## src/rtl/switch_allocator_if.sv

```systemverilog
// Handshake bundle between the five input buffers, the switch allocator and the crossbar.
// Port index order everywhere: L=0, N=1, E=2, W=3, S=4.
//   req         : per-input valid flit
//   dest        : per-input 3-bit requested output index (5..7 invalid)
//   flit_id     : per-input 3-bit flit type (001 header, 010 body, 100 tail)
//   out_ready   : per-output downstream accept
//   grant       : per-input lock held (registered)
//   out_sel     : per-output 3-bit input index driving it, 3'b111 when idle
//   out_busy    : per-output locked
//   timeout_evt : per-output one-cycle pulse on a watchdog release
// master: the buffer/crossbar side; slave: the allocator.
interface switch_allocator_if;
    logic [4:0]  req;
    logic [14:0] dest;
    logic [14:0] flit_id;
    logic [4:0]  out_ready;
    logic [4:0]  grant;
    logic [14:0] out_sel;
    logic [4:0]  out_busy;
    logic [4:0]  timeout_evt;

    modport master (
        output req, dest, flit_id, out_ready,
        input  grant, out_sel, out_busy, timeout_evt
    );

    modport slave (
        input  req, dest, flit_id, out_ready,
        output grant, out_sel, out_busy, timeout_evt
    );
endinterface

```

## src/rtl/switch_allocator.sv

```systemverilog
// Per-output switch allocator for a 5-port (L,N,E,W,S) wormhole NoC router.
// Each output runs an IDLE/LOCKED FSM: in IDLE it round-robin arbitrates header flits aimed at
// it, in LOCKED it holds the winner until a tail transfers or the stall watchdog expires.
// Ports:
//   clk : rising-edge clock
//   rst : synchronous active-high reset (drops every lock)
//   bus : switch_allocator_if.slave (requests in; grants, crossbar selects, busy, timeouts out)
module switch_allocator #(
    parameter int unsigned TIMEOUT = 64,
    parameter int unsigned CNT_W   = 12
) (
    input  logic               clk,
    input  logic               rst,
    switch_allocator_if.slave  bus
);

    localparam int unsigned NP = 5;

    localparam logic [0:0] StIdle   = 1'b0;
    localparam logic [0:0] StLocked = 1'b1;

    localparam logic [2:0] FlitHead = 3'b001;
    localparam logic [2:0] FlitTail = 3'b100;
    localparam logic [2:0] SelIdle  = 3'b111;

    localparam logic [CNT_W-1:0] CntMax = CNT_W'(TIMEOUT - 1);

    logic [NP-1:0]    state_q, state_d;
    logic [NP-1:0]    grant_q, grant_d;
    logic [NP-1:0]    tevt_q, tevt_d;
    logic [2:0]       owner_q [NP];
    logic [2:0]       owner_d [NP];
    logic [2:0]       rr_q    [NP];
    logic [2:0]       rr_d    [NP];
    logic [CNT_W-1:0] cnt_q   [NP];
    logic [CNT_W-1:0] cnt_d   [NP];

    // elig[o][i]: input i may win output o this cycle
    logic [NP-1:0]    elig [NP];

    always_comb begin
        for (int o = 0; o < NP; o++) begin
            elig[o] = '0;
            for (int i = 0; i < NP; i++) begin
                elig[o][i] = bus.req[i] && (bus.flit_id[3*i +: 3] == FlitHead) &&
                             (bus.dest[3*i +: 3] == 3'(o)) && !grant_q[i];
            end
        end
    end

    always_comb begin
        logic xfer;
        logic tail;
        logic found;
        int   own;
        int   idx;
        int   win;

        state_d = state_q;
        grant_d = grant_q;
        tevt_d  = '0;
        xfer    = 1'b0;
        tail    = 1'b0;
        found   = 1'b0;
        own     = 0;
        idx     = 0;
        win     = 0;

        for (int o = 0; o < NP; o++) begin
            owner_d[o] = owner_q[o];
            rr_d[o]    = rr_q[o];
            cnt_d[o]   = cnt_q[o];

            if (state_q[o] == StLocked) begin
                own  = int'(owner_q[o]);
                xfer = bus.req[own] && bus.out_ready[o];
                // Only tail detection looks at flit_id; a stray header counts as body.
                tail = (bus.flit_id[3*own +: 3] == FlitTail);
                if ((xfer && tail) || (!xfer && (cnt_q[o] == CntMax))) begin
                    state_d[o]   = StIdle;
                    grant_d[own] = 1'b0;
                    rr_d[o]      = (owner_q[o] == 3'd4) ? 3'd0 : owner_q[o] + 3'd1;
                    cnt_d[o]     = '0;
                    // A tail landing on the last allowed cycle is a normal release.
                    tevt_d[o]    = !xfer;
                end else if (xfer) begin
                    cnt_d[o] = '0;
                end else begin
                    cnt_d[o] = cnt_q[o] + 1'b1;
                end
            end else begin
                found = 1'b0;
                win   = 0;
                for (int k = 0; k < NP; k++) begin
                    idx = int'(rr_q[o]) + k;
                    if (idx >= NP) begin
                        idx = idx - NP;
                    end
                    if (!found && elig[o][idx]) begin
                        found = 1'b1;
                        win   = idx;
                    end
                end
                if (found) begin
                    state_d[o]   = StLocked;
                    owner_d[o]   = 3'(win);
                    grant_d[win] = 1'b1;
                    cnt_d[o]     = '0;
                end
            end
        end
    end

    always_ff @(posedge clk) begin
        if (rst) begin
            state_q <= '0;
            grant_q <= '0;
            tevt_q  <= '0;
            for (int o = 0; o < NP; o++) begin
                owner_q[o] <= '0;
                rr_q[o]    <= '0;
                cnt_q[o]   <= '0;
            end
        end else begin
            state_q <= state_d;
            grant_q <= grant_d;
            tevt_q  <= tevt_d;
            for (int o = 0; o < NP; o++) begin
                owner_q[o] <= owner_d[o];
                rr_q[o]    <= rr_d[o];
                cnt_q[o]   <= cnt_d[o];
            end
        end
    end

    always_comb begin
        bus.grant       = grant_q;
        bus.out_busy    = state_q;
        bus.timeout_evt = tevt_q;
        bus.out_sel     = '1;
        for (int o = 0; o < NP; o++) begin
            bus.out_sel[3*o +: 3] = (state_q[o] == StLocked) ? owner_q[o] : SelIdle;
        end
    end

endmodule

```

## src/flat_wrapper.sv

```systemverilog
// flat-port wrapper written by rule: the top's interface ports become plain ports
module switch_allocator_flat 
#(
    parameter int unsigned TIMEOUT = 64,
    parameter int unsigned CNT_W   = 12
)
  (clk, rst, bus_req, bus_dest, bus_flit_id, bus_out_ready, bus_grant, bus_out_sel, bus_out_busy, bus_timeout_evt);
  switch_allocator_if bus_i ();
  input  logic clk;
  input  logic rst;
  input wire logic [$bits(bus_i.req)-1:0] bus_req;
  input wire logic [$bits(bus_i.dest)-1:0] bus_dest;
  input wire logic [$bits(bus_i.flit_id)-1:0] bus_flit_id;
  input wire logic [$bits(bus_i.out_ready)-1:0] bus_out_ready;
  output wire logic [$bits(bus_i.grant)-1:0] bus_grant;
  output wire logic [$bits(bus_i.out_sel)-1:0] bus_out_sel;
  output wire logic [$bits(bus_i.out_busy)-1:0] bus_out_busy;
  output wire logic [$bits(bus_i.timeout_evt)-1:0] bus_timeout_evt;
  assign bus_i.req = bus_req;
  assign bus_i.dest = bus_dest;
  assign bus_i.flit_id = bus_flit_id;
  assign bus_i.out_ready = bus_out_ready;
  assign bus_grant = bus_i.grant;
  assign bus_out_sel = bus_i.out_sel;
  assign bus_out_busy = bus_i.out_busy;
  assign bus_timeout_evt = bus_i.timeout_evt;
  switch_allocator #(.TIMEOUT(TIMEOUT), .CNT_W(CNT_W)) u_core (.clk(clk), .rst(rst), .bus(bus_i));
endmodule
```

## config.mk

```make
export PLATFORM = sky130hd
export DESIGN_NAME = switch_allocator_flat
export DESIGN_NICKNAME = d
export VERILOG_FILES = /design/src/rtl/switch_allocator_if.sv /design/src/rtl/switch_allocator.sv /design/src/flat_wrapper.sv
export SDC_FILE = /design/constraint.sdc
export NUM_CORES = 1
export LEC_CHECK = 0
export CAP_MARGIN = 10
export CORE_ASPECT_RATIO = 0.9
export CORE_MARGIN = 1.5
export CORE_UTILIZATION = 40
export CTS_BUF_LIST = sky130_fd_sc_hd__clkbuf_8
export CTS_CLUSTER_DIAMETER = 120
export DETAILED_ROUTE_END_ITERATION = 8
export DONT_BUFFER_PORTS = 1
export GPL_ROUTABILITY_DRIVEN = 0
export HOLD_SLACK_MARGIN = 0.06
export SYNTH_ARGS = -nofsm -noshare
export SYNTH_HDL_FRONTEND = slang
export SYNTH_SLANG_ARGS = --single-unit
```

## constraint.sdc

```tcl
create_clock -name clk -period 3.9 [get_ports clk]
set_input_delay 0.78 -clock clk [delete_from_list [all_inputs] [get_ports clk]]
set_output_delay 0.78 -clock clk [all_outputs]
set_load 0.02 [all_outputs]
```

==> out/qor.csv <==
metric,value,unit
critical path class,flop to flop,
cells along the critical path,buf_4 -> ha_1 -> inv_1 -> fa_1 -> a21o_1 -> xnor2_2 -> mux2i_1 -> a221o_1 -> o311a_1 -> o32a_1 -> a22oi_2 -> nor3_1 -> o31ai_1 -> o311ai_1,
GR Util met1,35.3,%
Worst R2R Setup Slack,0.12,ns
fin cells,2203,
Syn Area/Cell,7.35,sq um
post-route ant nets,0,
Worst Setup End Kind,flop,
row cnt,62,
# nets final,1931,
Worst setup SP type,flop,
Synth area leaders,"dfxtp_1 16%, ha_1 10%, a21oi_1 5.8%",
leakage power,5.39,nW
Netlist Area Pre-Place,12800,sq um
grt met2 use,38.6,%
Vias,13900,
sequential-to-total area share from yosys stat,16.4,%
Wirelength per Cell,20.0,microns
hold slack,0.434,ns
Yosys cell types,107,
placed cells,2178,
Power Total,3.48,mW
Layout fillers,3209,
P per Cell Area,244,nW/um^2
Syn-to-layout area delta,10.8,%
Starting Density,40.5,%
core footprint,31700,sq um
"EDFF count, synth",0,
"CTS clk-pin slew, worst paths",0.12,ns
starting DRC count in detailed routing,1708,
largest area contributor in the netlist,dfxtp_1,
GR peak layer,met2,
worst path buffer plus inverter count,2,
most frequent cells in the layout,"191 x nor2_1, 141 x a21oi_1, 117 x o21ai_0",
cell family with most CP delay,compound AO/OA/AOI/OAI gates,
outcome,"complete, no violations",
# setup viols final,0,
Root Driver,clkbuf_8,
first-pass GRT wire length,68.8,mm
number of max-cap violations,0,
top_reg_cell synth,dfxtp_1,
latest clock arrival within the worst-skew pair,0.41,ns
crit path max-delay cell type,fa_1,
Min-Delay Path Class,primary input to flop,
Worst Tran Pin Value,0.808,ns
First-pass DRT Iterations,6,
number of global-route vias before repair,12700,
CTS Buf Count,9,
Worst Path Required,4.20,ns
Final Cycle Share,97.0,%
H-tree depth,3,
RSZ-0062 raised after global routing,true,
overall routing resource usage,25.7,%
min cycle time layout,3.78,ns
final hold violations,0,
die width,192,microns
TritonCTS clock tree,yes,
max-slew violations,0,
synthesized netlist cell count,1748,
count of clock tree sinks,105,
Clock Skews,0.0165,ns
overall routed net length,44.0,mm
yosys warns,0,
Post-DP HPWL,33.8,mm
io pins,72,
Seq cells post-synth,105,
CP max FO,11,
relative slew slack,45.9,%
"most common cell after layout, fill and taps aside",nor2_1,
DRC,0,
GR met3 Demand/Resource,6.70,%
Peak supply drop,0.250,mV
PortBufs,0,
final global-route overflow total,0,
"Hold-fix buffers, CTS",0,
Final Util,44.9,%
CTS max path bufs,2,
share of async-settable or async-resettable flops after synthesis,0,%
"Net Count, Synth",1899,
chip height,173,microns
Die ar.,33200,sq um
Via density,6.32,
FMAX,0.264,GHz
initial antenna violation count,1,
CP peak stage delay,0.43,ns
Arrival @ worst endpoint,4.08,ns
largest net degree at the start of global routing,104,
top-area cell type share of the netlist area,16.4,%
layout cells sized above 1,13.5,%
## repair_timing
action | 4_1_cts | 5_1_grt
setup buffers | 0 | 7
pin swaps | 0 | 10
resized for setup | 1 | 52
setup endpoints to repair | 1 | 20
endpoints found under the hold margin | 0 | 0
## stage by stage
step / setup TNS, ns / worst slack [ns] / instance area (sq um)
after CTS: 0 / 0.0473 / 13900
after global placement: 0 / 0.0561 / 13700
after detailed placement: -0.0242 / -0.0242 / 13700
final: 0 / 0.115 / 14200
after global routing: -0.138 / -0.0413 / 14200
after floorplan: 0 / 0.00680 / 12800
## flip-flops by register name, summed over array words and instances, names as in the netlist
register,flops
u_core.cnt_q,60
u_core.owner_q,15
u_core.bus.timeout_evt,5
u_core.bus.out_busy,5
u_core.bus.grant,5
u_core.rr_q,15
## kinds of logic after synthesis
kind of cell             count (synthesis)  synth area share (%)
multiplexers                            69                  6.19
flip-flops                             105                  16.4
AND/OR/NAND/NOR                        729                  30.8
buffers and inverters                  155                  4.82
XOR/XNOR                                34                  2.38
adder cells (fa/ha/maj)                109                  10.9
AO/OA/AOI/OAI                          547                  28.6
## per-layer routing
metal / vias to the layer above / share of wire [%]
met5: - / 0
met4: 0 / 3.5
met3: 118 / 10
met2: 628 / 42
met1: 6535 / 44
li1: 6648 / -
## cells in the mapped netlist (8+ instances only)
cell,count
nor3_1,53
a22oi_1,16
a31oi_1,28
o21a_1,9
xor2_1,10
o21ai_0,119
o22ai_1,20
nand4_1,22
buf_2,17
and3_1,43
mux2_2,11
nand2b_1,27
a32oi_1,10
xnor2_1,23
nor2b_1,36
ha_1,104
inv_1,65
clkinv_1,9
nor4_1,18
a211oi_1,28
a311oi_1,8
mux2i_1,49
nor2_1,191
nand3b_1,45
nand3_1,67
clkbuf_1,56
dfxtp_1,105
or3_1,19
o211ai_1,14
o31ai_1,13
nand2_1,114
nor4b_1,13
a21o_1,18
and2_1,15
a21oi_1,148
## path summary, 6_finish.rpt
kind	start	to	depth (start not counted)
setup / recovery	u_core.rr_q[0][4]$_SDFFE_PP0P_	u_core.bus.grant[4]$_SDFF_PP0_	14
hold reg to reg	u_core.cnt_q[0][23]$_SDFFE_PP0P_	u_core.cnt_q[0][23]$_SDFFE_PP0P_	2
setup reg to reg	u_core.rr_q[0][4]$_SDFFE_PP0P_	u_core.bus.grant[4]$_SDFF_PP0_	14
hold / removal	rst	u_core.rr_q[0][13]$_SDFFE_PP0P_	1
## worst reg2reg max path: cells and delay by family, from the launching register on
kind / cells / cell delay, ns
AOI/OAI and AO/OA: 7 / 1.91
adders and majority gates: 2 / 0.60
DFF: 1 / 0.35
xor gates and xnor gates: 1 / 0.28
buffers and inverters: 2 / 0.25
muxes: 1 / 0.18
and+or+nand+nor: 1 / 0.10
## power breakdown
| group | total (mW) | internal, mW | switching (mW) |
|---|---|---|---|
| clock network | 0.758 | 0.305 | 0.453 |
| registers | 1.25 | 1.12 | 0.124 |
| logic | 1.47 | 0.554 | 0.921 |
## area by class of cell
cell class | count | area [sq um] | share of cell area (%)
Clock inverter | 6 | 72.6 | 0.510
Clock buffer | 9 | 124 | 0.870
Antenna cell | 3 | 7.51 | 0.0528
Timing Repair Buffer | 101 | 758 | 5.33
Sequential cell | 105 | 2110 | 14.8
Multi-Input combinational cell | 1488 | 10400 | 72.8
Inverter | 75 | 285 | 2.00
Tap cell | 416 | 520 | 3.66
Note: power is estimated with default switching activity, not from simulation.
